--- src/rtl/my_fifo.sv ---
// Single-clock ready/valid FIFO, first-word-fall-through, optional empty bypass (C_BYPASS).
// Define MY_FIFO_CLEAR_DATA_EN to force read_data to zero whenever read_valid is low.
module my_fifo #(
   parameter int C_DATA_WIDTH = 8,
   parameter int C_FIFO_DEPTH = 1,
   parameter int C_BYPASS     = 0
) (
   input  logic                    clk,
   input  logic                    resetn,
   input  logic                    write_valid,
   output logic                    write_ready,
   input  logic [C_DATA_WIDTH-1:0] write_data,
   output logic                    read_valid,
   input  logic                    read_ready,
   output logic [C_DATA_WIDTH-1:0] read_data,
   output logic                    full,
   output logic                    empty
);

   localparam int C_PTR_W = (C_FIFO_DEPTH > 1) ? $clog2(C_FIFO_DEPTH) : 1;
   localparam int C_CNT_W = $clog2(C_FIFO_DEPTH + 1);
   localparam logic [C_CNT_W-1:0] C_CNT_MAX  = C_CNT_W'(C_FIFO_DEPTH);
   localparam logic [C_PTR_W-1:0] C_PTR_LAST = C_PTR_W'(C_FIFO_DEPTH - 1);

   logic [C_DATA_WIDTH-1:0] r_mem [C_FIFO_DEPTH];
   logic [C_PTR_W-1:0]      r_wr_ptr;
   logic [C_PTR_W-1:0]      r_rd_ptr;
   logic [C_CNT_W-1:0]      r_count;

   logic                    w_bypass_act;
   logic                    w_wr_commit;
   logic                    w_rd_commit;
   logic                    w_push;
   logic                    w_pop;
   logic [C_DATA_WIDTH-1:0] w_head;

   assign empty        = (r_count == '0);
   assign full         = (r_count == C_CNT_MAX);
   assign w_bypass_act = (C_BYPASS != 0) && empty;
   assign write_ready  = !full && !resetn;
   assign read_valid   = resetn ? 1'b0 : (w_bypass_act ? write_valid : !empty);
   assign w_head       = w_bypass_act ? write_data : r_mem[r_rd_ptr];

`ifdef MY_FIFO_CLEAR_DATA_EN
   assign read_data = read_valid ? w_head : '0;
`else
   assign read_data = w_head;
`endif

   assign w_wr_commit = write_valid && write_ready;
   assign w_rd_commit = read_valid && read_ready;
   // A bypassed word is consumed in the same cycle, so it never touches storage.
   assign w_push      = w_wr_commit && !(w_bypass_act && w_rd_commit);
   assign w_pop       = w_rd_commit && !w_bypass_act;

   always_ff @(posedge clk) begin
      if (w_push) begin
         r_mem[r_wr_ptr] <= write_data;
      end
   end

   always_ff @(posedge clk or posedge resetn) begin
      if (resetn) begin
         r_wr_ptr <= '0;
         r_rd_ptr <= '0;
         r_count  <= '0;
      end else begin
         if (w_push) begin
            r_wr_ptr <= (r_wr_ptr == C_PTR_LAST) ? '0 : r_wr_ptr + C_PTR_W'(1);
         end
         if (w_pop) begin
            r_rd_ptr <= (r_rd_ptr == C_PTR_LAST) ? '0 : r_rd_ptr + C_PTR_W'(1);
         end
         case ({w_push, w_pop})
            2'b10:   r_count <= r_count + C_CNT_W'(1);
            2'b01:   r_count <= r_count - C_CNT_W'(1);
            default: r_count <= r_count;
         endcase
      end
   end

endmodule

--- config.mk ---
export PLATFORM = sky130hd
export DESIGN_NAME = my_fifo
export DESIGN_NICKNAME = d
export VERILOG_FILES = /design/src/rtl/my_fifo.sv
export SDC_FILE = /design/constraint.sdc
export NUM_CORES = 1
export LEC_CHECK = 0
export BUFFER_PORTS_ARGS = -buffer_cell sky130_fd_sc_hd__buf_2
export CORE_AREA = 5 5 42 44
export DETAILED_ROUTE_END_ITERATION = 8
export DIE_AREA = 0 0 47 49
export PLACE_DENSITY = 0.53
export SLEW_MARGIN = 20
export SYNTH_ARGS = -nofsm -noshare
export SYNTH_HDL_FRONTEND = slang
export SYNTH_SLANG_ARGS = --single-unit
--- constraint.sdc ---
create_clock -name clk -period 3.08 [get_ports clk]
set_input_delay 0.616 -clock clk [delete_from_list [all_inputs] [get_ports clk]]
set_output_delay 0.616 -clock clk [all_outputs]
set_load 0.005 [all_outputs]
Word level (Yosys, flattened, before mapping)
Memory sizes are Yosys's and may differ from the RTL's.
Index checks and enable logic that the tools add are counted.
- bitwise logic cells: 1
- shifts and indexed selects: 0
- eq/ne operators: 2
- multiplexer cells: 4
- add/sub/neg operators: 2
- reduce and logical (&&, ||, !) cells: 6
- divide/modulo/power cells: 0
- magnitude comparators: 0
- multiply operators: 0
- operators by type and width (cell ; count):
    $logic_and 1x1->1 ; 3
    $mux 1 ; 3
    $eq 2x1->1 const B ; 1
    $eq 2x2->1 const B ; 1
    $logic_not 1->1 ; 2
    $pmux 1 s2 ; 1
    $reduce_bool 2->1 ; 1
    $add 1x1->1 const B ; 1
    $not 1->1 ; 1
    $sub 1x1->1 const B ; 1
- word-level logic and storage cells: 17
- bits in writable memories: 8
- bits in read-only memories: 0
- memories: 1
- input bits: 12
- latch bits: 0
- register bits: 1
- output and inout bits: 12
- memories (memory ; words ; bits a word ; rd ports ; clocked after memory_dff ; wr ports ; RTL line ; RTL):
    r_mem ; 1 ; 8 ; 1 ; 0 ; 1 ; 25 ; logic [C_DATA_WIDTH-1:0] r_mem [C_FIFO_DEPTH];

Longest topological paths before layout
Gate-level depths: netlist of the first run.
- word-level depth: 5
- gate-level depth with buffers: 2
- mapped depth without buffers: 2

Least setup slack after synthesis of the first run
Ideal clock, no wire load.
- kind: input to register
- start point: in write_valid
- end point: mem r_mem[0][0], enable pin
- slack: 1660 ps
- path buffers: 0
- data arrival time: 1046 ps
- data required time: 2707 ps
- setup time: 373 ps
- cell stages on the path: 1
- path through: nor3b_2
- longest elaborated chain between the ends: 3
- ends and longest elaborated chain (element ; RTL line ; RTL):
    start: declaration ; 10 ; input logic write_valid,
    $logic_and 1x1->1 ; 50 ; assign w_wr_commit = write_valid && write_ready;
    $mux 1 ; 57 ; if (w_push) begin
    $mux 1 (not written as such) ; 58 ; r_mem[r_wr_ptr] <= write_data;
    end: declaration ; 25 ;
No other way between the ends.

Worst setup path after layout of the first run
- start point: reg r_count (netlist: full)
- end point: out read_valid
- longest elaborated chain between the ends: 1
- ends and longest elaborated chain (element ; RTL line ; RTL):
    start: declaration ; 28 ; logic [C_CNT_W-1:0] r_count;
    start signal: assignment ; 75 ; 2'b10: r_count <= r_count + C_CNT_W'(1);
    start signal: assignment ; 76 ; 2'b01: r_count <= r_count - C_CNT_W'(1);
    start signal: assignment ; 77 ; default: r_count <= r_count;
    $mux 1 ; 41 ; assign read_valid = resetn ? 1'b0 : (w_bypass_act ? write_valid : !empty);
    end: declaration ; 13 ; output logic read_valid,
No other way between the ends.

==> flow_summary.toml, run 1 <==
[layout]
multi_input_area_um2 = 33.8
most-common-layout-cells = "buf_2 (23), edfxtp_1 (8), clkbuf_4 (3)"
regArea_um2 = 265
antenna_cells = 0
nets = 56
area_growth_pct = 52.7
drive_gt1_share_pct = 62.8
layout.cells.non_filler = 59
nFillCells = 157
final_common_cell = "buf_2"

[die]
dieWidth_um = 47
io-pin-count = 24
num_rows = 14
dieArea_um2 = 2300
floorplan.initialDensity_pct = 21.9
core_area_um2 = 1400
dieHeight_um = 49

[sta]
hold_viol_final = 0
report.final.slew_viol_count = 0
rsz0062_at_grt = "false"
min_period_ns = 1.56
max-slew-margin-rel_pct = 55.5
tns_ns = 0
worst_pin_slew_ns = 0.664
min_period_over_period_pct = 50.6
clock.fmax_ghz = 0.642
skew_ns = 0.00639
setup_viol = 0

[global_routing]
globalRouteOverflowTotal = 0
grt_first_pass_wirelength_um = 897
grt_pass1_vias = 220
antenna_found_initial = 0
grt_max_degree = 10
grt_use_total_pct = 6.22

[logic_synthesis]
synth_largest_area_cell = "edfxtp_1"
syn_area_per_cell_um2 = 19.2
yosys.area.top_type_share_pct = 78.4
syn_nets = 28
synth_cell_types = 7
synth-seq-area-share_pct = 86.5
syn_inst = 16
syn-cell-area_um2 = 307
yosysWarnings = 0
synth_seq_cells = 9
synthTopCellsByArea = "edfxtp_1 (78%), dfrtp_1 (8.2%), nor3b_2 (4.1%)"

[power]
ir_drop_mv = 0.204
sw_frac_of_total_pct = 21.0
p_comb_share_pct = 12.0
power.leakage_nw = 0.220
seqPwrFrac_pct = 55.6
power_density_nw_per_um2 = 567
p_clk_share_pct = 32.4
intPower_uw = 210
switching_power_uw = 55.6

[worst_setup_path]
r2r_end = "r_mem[0][3]"
r2r_slack_ns = 1.69
crit_path_end_kind = "primary output"
worst-endpoint-arrival_ns = 0.94
cp.required_ns = 2.46
crit_fanout = 5
reg2reg_depth = 1
start_kind = "flop"
crit_type = "flop to primary output"
reg2reg_from = "full"

[detailed_routing]
wl_per_cell_um = 10.6
met2_length_um = 284
dr.pass1.iters = 2
drc = 0
met1_length_um = 245
vias = 231
postRouteAntennaNets = 0
avgViaCountPerCell = 3.92
wirelength_um = 625
drtIter0Drc = 4
wl_met3_um = 95
top_layer = "met3"

[clock_network]
numClockSinks = 9
post_cts_buffers = 0
path_clk_slew_ns = 0.06
clkLatencyLatePin_ns = 0.25
cts.root.buffer_cell = "clkbuf_4"
tritoncts = "yes"
ctsHoldBuffers = 0
htreeDepth = 1
cts_resized = 0
cts_inserted_buffers = 3
clk_path_buf_depth = 2

[placement]
port_buffers = 23
dp.cells = 55
gp_congestion = 0.556

[hold_path]
min_path_type = "input port to async pin"

[status]
status = "finished clean"

[job]
maxCapViolations = 0
-- metrics by stage --
| step | cell area [um^2] | util (%) | setup WS, ns | power (mW) | hold slack [ns] |
|---|---|---|---|---|---|
| final | 468 | 33.4 | 1.52 | 0.265 | 0.223 |
| after global routing | 468 | 33.4 | 1.43 | 0.286 | 0.212 |
| after CTS | 468 | 33.4 | 1.50 | 0.272 | 0.212 |
| after detailed placement | 442 | 31.5 | 1.39 | 0.183 | 0.494 |
| after global placement | 442 | 31.5 | 1.43 | 0.182 | 0.492 |
| after floorplan | 307 | - | 1.66 | 0.161 | 0.345 |
-- synthesized netlist by cell type, drive strengths merged --
| master | number |
|---|---|
| a21o | 1 |
| dfrtp | 1 |
| edfxtp | 8 |
| inv | 2 |
| nand2b | 1 |
| nor2 | 2 |
| nor3b | 1 |
-- logic make-up (layout without fill, tap and decap cells) --
group | Yosys count | count (layout) | share of synthesized area, %
compound gates | 1 | 1 | 2.45
flops | 9 | 9 | 86.5
buf+inv | 2 | 29 | 2.45
simple gates | 4 | 4 | 8.57
-- worst max path at each step --
stage | cells past startpoint | start | slack (ns) | end
final | 3 | full | 1.52 | read_valid
after global routing | 3 | full | 1.43 | read_valid
after CTS | 3 | full | 1.50 | read_valid
after detailed placement | 2 | resetn | 1.39 | r_mem[0][5]
after global placement | 2 | resetn | 1.43 | r_mem[0][5]
after floorplan | 1 | write_valid | 1.66 | r_mem[0][0]
-- layer usage --
layer	vias up	GRT usage, %
li1	110	-
met5	-	0
met3	0	5.54
met4	0	4.15
met2	17	7.92
met1	104	6.47
-- power groups by stage --
| stage | sequential, mW | combinational, mW | clock (mW) |
|---|---|---|---|
| final | 0.147 | 0.0319 | 0.0859 |
| after global routing | 0.148 | 0.0364 | 0.101 |
| after CTS | 0.147 | 0.0328 | 0.0913 |
| after detailed placement | 0.150 | 0.0327 | 0 |
| after global placement | 0.150 | 0.0324 | 0 |
| after floorplan | 0.151 | 0.00996 | 0 |
-- registers in the layout, summed over array words and instances, names as in the netlist --
register,count
r_mem,8
full,1
-- critical path: stages (launching register included) --
cell     delay, ns
dfrtp_1       0.41
inv_1         0.07
nor2_1        0.09
buf_2         0.11
-- final cells by class --
type	instances	share of cell area [%]
sequential	9	56.7
inverter	2	1.60
timing repair buffer	23	24.6
tap	16	4.28
multi-input combinational	5	7.22
clock buffer	4	5.61
Note: power is estimated with default switching activity, not from simulation.
==> run 2: changes to the inputs <==
==> constraint.sdc (replaced) <==
create_clock -name clk -period 1.64 [get_ports clk]
set_input_delay 0.328 -clock clk [delete_from_list [all_inputs] [get_ports clk]]
set_output_delay 0.328 -clock clk [all_outputs]
set_load 0.005 [all_outputs]
==> flow_summary.toml, run 2 (synthesized netlist as in run 1, its figures left out) <==
[layout]
layout.cells.non_filler = 61
drive_gt1_share_pct = 62.2
final_common_cell = "buf_2"
top_register = "r_mem"
largest_reg_flops = 8
area_growth_pct = 58.4
nets = 58
antenna_cells = 0
most-common-layout-cells = "buf_2 (23), edfxtp_1 (8), clkbuf_4 (3)"
final_util_pct = 34.6

[clock_network]
clkLatencyLatePin_ns = 0.25
cts_resized = 0
path_clk_slew_ns = 0.06
clk_path_buf_depth = 2
htreeDepth = 1
numClockSinks = 9
cts_inserted_buffers = 3
tritoncts = "yes"
cts.root.buffer_cell = "clkbuf_4"

[power]
power_density_nw_per_um2 = 1030
finalPower_uw = 502
ir_drop_mv = 0.348
power.leakage_nw = 0.230

[worst_setup_path]
path_cells = "dlygate4sd3_1, buf_2, nor2_1, buf_2"
crit_type = "input port to primary output"
cp.required_ns = 1.31
cp_common_cell = "buf_2"
crit_path_end_kind = "primary output"
crit_buf_inv = 3
crit_fanout = 5
crit_path_top_delay_cell = "dlygate4sd3_1"
critical-path-max-stage-delay_ns = 0.53
start_kind = "input port"
cp_top_family = "buffers and inverters"
worst-endpoint-arrival_ns = 1.19

[sta]
report.final.slew_viol_count = 0
min_period_ns = 1.52
skew_ns = 0.000391
max-slew-margin-rel_pct = 89.3
min_period_over_period_pct = 92.6
setup_viol = 0
worst_pin_slew_ns = 0.161
clock.fmax_ghz = 0.658
finalWorstSetupSlack_ns = 0.121
tns_ns = 0
hold_viol_final = 0
rsz0062_at_grt = "false"

[die]
dieWidth_um = 47
num_rows = 14
io-pin-count = 24
floorplan.initialDensity_pct = 21.9
dieArea_um2 = 2300
core_area_um2 = 1400
dieHeight_um = 49

[detailed_routing]
drc = 0
wirelength_um = 626
dr.pass1.iters = 2
vias = 226
wl_per_cell_um = 10.3
postRouteAntennaNets = 0
avgViaCountPerCell = 3.70
drtIter0Drc = 2

[global_routing]
grt_pass1_vias = 244
grt_max_degree = 10
grt_use_total_pct = 6.29
grt_first_pass_wirelength_um = 938
globalRouteOverflowTotal = 0
antenna_found_initial = 0

[hold_path]
min_path_type = "input port to flop"

[placement]
post-place-ws_ns = 0.544
dpl.hpwl_um = 525
gp_congestion = 0.585
port_buffers = 23
dp.cells = 56

[job]
maxCapViolations = 0

[status]
status = "finished clean"
## run 2: power by group
group          switching, mW  leakage (nW)  internal (mW)
Clock                 0.0684        0.0150         0.0932
Sequential           0.00842        0.0859          0.268
Combinational         0.0277         0.129         0.0363
## run 2: area by class of cell
| type | count | area, um^2 |
|---|---|---|
| timing repair buffer | 25 | 133 |
| sequential | 9 | 265 |
| multi-input combinational | 5 | 33.8 |
| inverter | 2 | 7.51 |
| fill | 156 | 916 |
| clock buffer | 4 | 26.3 |
| tap | 16 | 20.0 |
## run 2: repair_timing
item	CTS	global route
setup buffers	0	0
hold buffers	1	0
endpoints found under the hold margin	1	0
## run 2: path summary, 6_finish.rpt
| kind | from | endpoint | slack [ns] | cells past startpoint |
|---|---|---|---|---|
| worst min-delay path | write_data[1] | r_mem[0][1] | 0.25 | 1 |
| worst max register to register | full | r_mem[0][4] | 0.56 | 2 |
| worst min register to register | full | full | 0.57 | 1 |
| worst max-delay path | resetn | read_valid | 0.12 | 4 |
| max in group asynchronous | resetn | full | 1.06 | 3 |
| min in group asynchronous | resetn | full | 0.49 | 3 |
## run 2: routing by layer
metal,track usage [%],routed length [um],share of wire (%)
met2,9.05,272,43
met1,5.98,233,37
met5,0,0,0
met4,5.53,14,2.2
met3,3.69,105,17
## run 2: through the flow
| stage | instance area (um^2) | hold WS [ns] |
|---|---|---|
| detailed placement | 449 | 0.208 |
| global route | 485 | 0.243 |
| global placement | 449 | 0.204 |
| floorplan | 307 | 0.0567 |
| finish | 485 | 0.249 |
| CTS | 485 | 0.240 |
## run 2: worst reg2reg max path: stages, from the launching register on
cell and delay (ns):
dfrtp_1 0.42, nor3b_2 0.18, buf_4 0.19
==> run 3: changes to the inputs <==
--- a/config.mk
+++ b/config.mk
@@ -7,6 +7,7 @@
 export LEC_CHECK = 0
 export BUFFER_PORTS_ARGS = -buffer_cell sky130_fd_sc_hd__buf_2
 export CORE_AREA = 5 5 42 44
+export CTS_BUF_LIST = sky130_fd_sc_hd__clkbuf_8
 export DETAILED_ROUTE_END_ITERATION = 8
 export DIE_AREA = 0 0 47 49
 export PLACE_DENSITY = 0.53
==> flow_summary.toml, run 3 (synthesized netlist as in run 1, its figures left out) <==
[clock_network]
cts_resized = 0
path_clk_slew_ns = 0.04
cts_inserted_buffers = 3
htreeDepth = 1
cts.root.buffer_cell = "clkbuf_8"
clk_path_buf_depth = 2
tritoncts = "yes"
clkLatencyLatePin_ns = 0.23
numClockSinks = 9

[die]
dieHeight_um = 49
floorplan.initialDensity_pct = 21.9
dieWidth_um = 47
io-pin-count = 24
core_area_um2 = 1400
num_rows = 14
dieArea_um2 = 2300

[worst_setup_path]
crit_path_end_kind = "primary output"
r2r_slack_ns = 0.56
crit_type = "input port to primary output"
path_cells = "dlygate4sd3_1, buf_2, nor2_1, buf_2"
reg2reg_from = "full"
critical-path-max-stage-delay_ns = 0.53
crit_fanout = 5
reg2reg_depth = 2
crit_path_top_delay_cell = "dlygate4sd3_1"
r2r_end = "r_mem[0][4]"
cp_common_cell = "buf_2"
worst-endpoint-arrival_ns = 1.19
cp.required_ns = 1.31
start_kind = "input port"

[job]
maxCapViolations = 0

[detailed_routing]
wl_per_cell_um = 10.5
drc = 0
wirelength_um = 639
vias = 228
postRouteAntennaNets = 0
avgViaCountPerCell = 3.74
dr.pass1.iters = 2
drtIter0Drc = 2

[layout]
design_area_um2 = 504
final_common_cell = "buf_2"
largest_reg_flops = 8
multi_input_area_um2 = 33.8
area_growth_pct = 64.5
layout.cells.non_filler = 61
most-common-layout-cells = "buf_2 (23), edfxtp_1 (8), inv_1 (3), clkbuf_8 (3), nor2_1 (2)"
nFillCells = 153
regArea_um2 = 265
top_register = "r_mem"
nets = 58
final_util_pct = 36.0
antenna_cells = 0
drive_gt1_share_pct = 62.2

[sta]
rsz0062_at_grt = "false"
hold_viol_final = 0
skew_ns = 0.000656
finalWorstSetupSlack_ns = 0.121
min_period_over_period_pct = 92.6
setup_viol = 0
worst_pin_slew_ns = 0.167
min_period_ns = 1.52
tns_ns = 0
max-slew-margin-rel_pct = 88.9
clock.fmax_ghz = 0.658
report.final.slew_viol_count = 0

[placement]
gp_congestion = 0.585
port_buffers = 23
dpl-instance-area_um2 = 449
post-place-ws_ns = 0.544
dpl.hpwl_um = 525
dp.cells = 56

[global_routing]
grt_first_pass_wirelength_um = 931
grt_max_degree = 10
antenna_found_initial = 0
grt_pass1_vias = 244
globalRouteOverflowTotal = 0
grt_use_total_pct = 6.07

[status]
status = "finished clean"

[hold_path]
holdPathEnd = "r_mem[0][1]"
hold_start = "write_data[1]"
min_path_type = "input port to flop"
holdPathStages = 1

[power]
power.leakage_nw = 0.241
power_density_nw_per_um2 = 1150
ir_drop_mv = 0.443
## run 3: changes by cell type in the layout (fill, tap and decap cells not counted), sizes merged
cell / previous run / this run
clkbuf: 4 / 3
inv: 2 / 3
## run 3: repair_timing
action,4_1_cts,5_1_grt
endpoints found under the setup margin,0,0
setup buffers,0,0
hold buffers,1,0
hold endpoints to repair,1,0
## run 3: through the flow
stage,hold WS (ns),power [mW]
CTS,0.272,0.591
finish,0.277,0.582
global placement,0.204,0.345
detailed placement,0.208,0.345
global route,0.277,0.607
floorplan,0.0567,0.302
## run 3: layout make-up
class | count | share of cell area, %
clock buffers | 3 | 8.19
clock inverters | 1 | 0.744
repair buffers | 25 | 26.3
inverters | 2 | 1.49
well taps | 16 | 3.97
flip-flops and latches | 9 | 52.6
multi-input cells | 5 | 6.70
## run 3: worst max-delay path by stage
stage / from / end / depth (start not counted)
after floorplan: full / r_mem[0][0] / 1
after global placement: resetn / r_mem[0][5] / 3
after detailed placement: resetn / r_mem[0][5] / 3
after CTS: resetn / write_ready / 4
after global routing: resetn / read_valid / 4
final: resetn / read_valid / 4
## run 3: worst max-delay path, delay by kind of cell
| kind | cells | cell delay (ns) |
|---|---|---|
| buf+inv | 3 | 0.79 |
| simple gates | 1 | 0.08 |
## run 3: layer usage
| metal | wire length [um] | part of all wire (%) | track usage, % | vias up |
|---|---|---|---|---|
| met5 | 0 | 0 | 0 | - |
| met1 | 244 | 38 | 5.98 | 94 |
| met4 | 14 | 2.2 | 5.53 | 0 |
| met2 | 282 | 44 | 9.05 | 19 |
| met3 | 97 | 15 | 2.58 | 2 |
| li1 | - | - | - | 113 |
## run 3: power breakdown
part / leakage [nW] / total [mW] / internal, mW / switching, mW
clock network: 0.0269 / 0.240 / 0.162 / 0.0783
logic: 0.129 / 0.0639 / 0.0363 / 0.0277
registers: 0.0859 / 0.277 / 0.269 / 0.00869
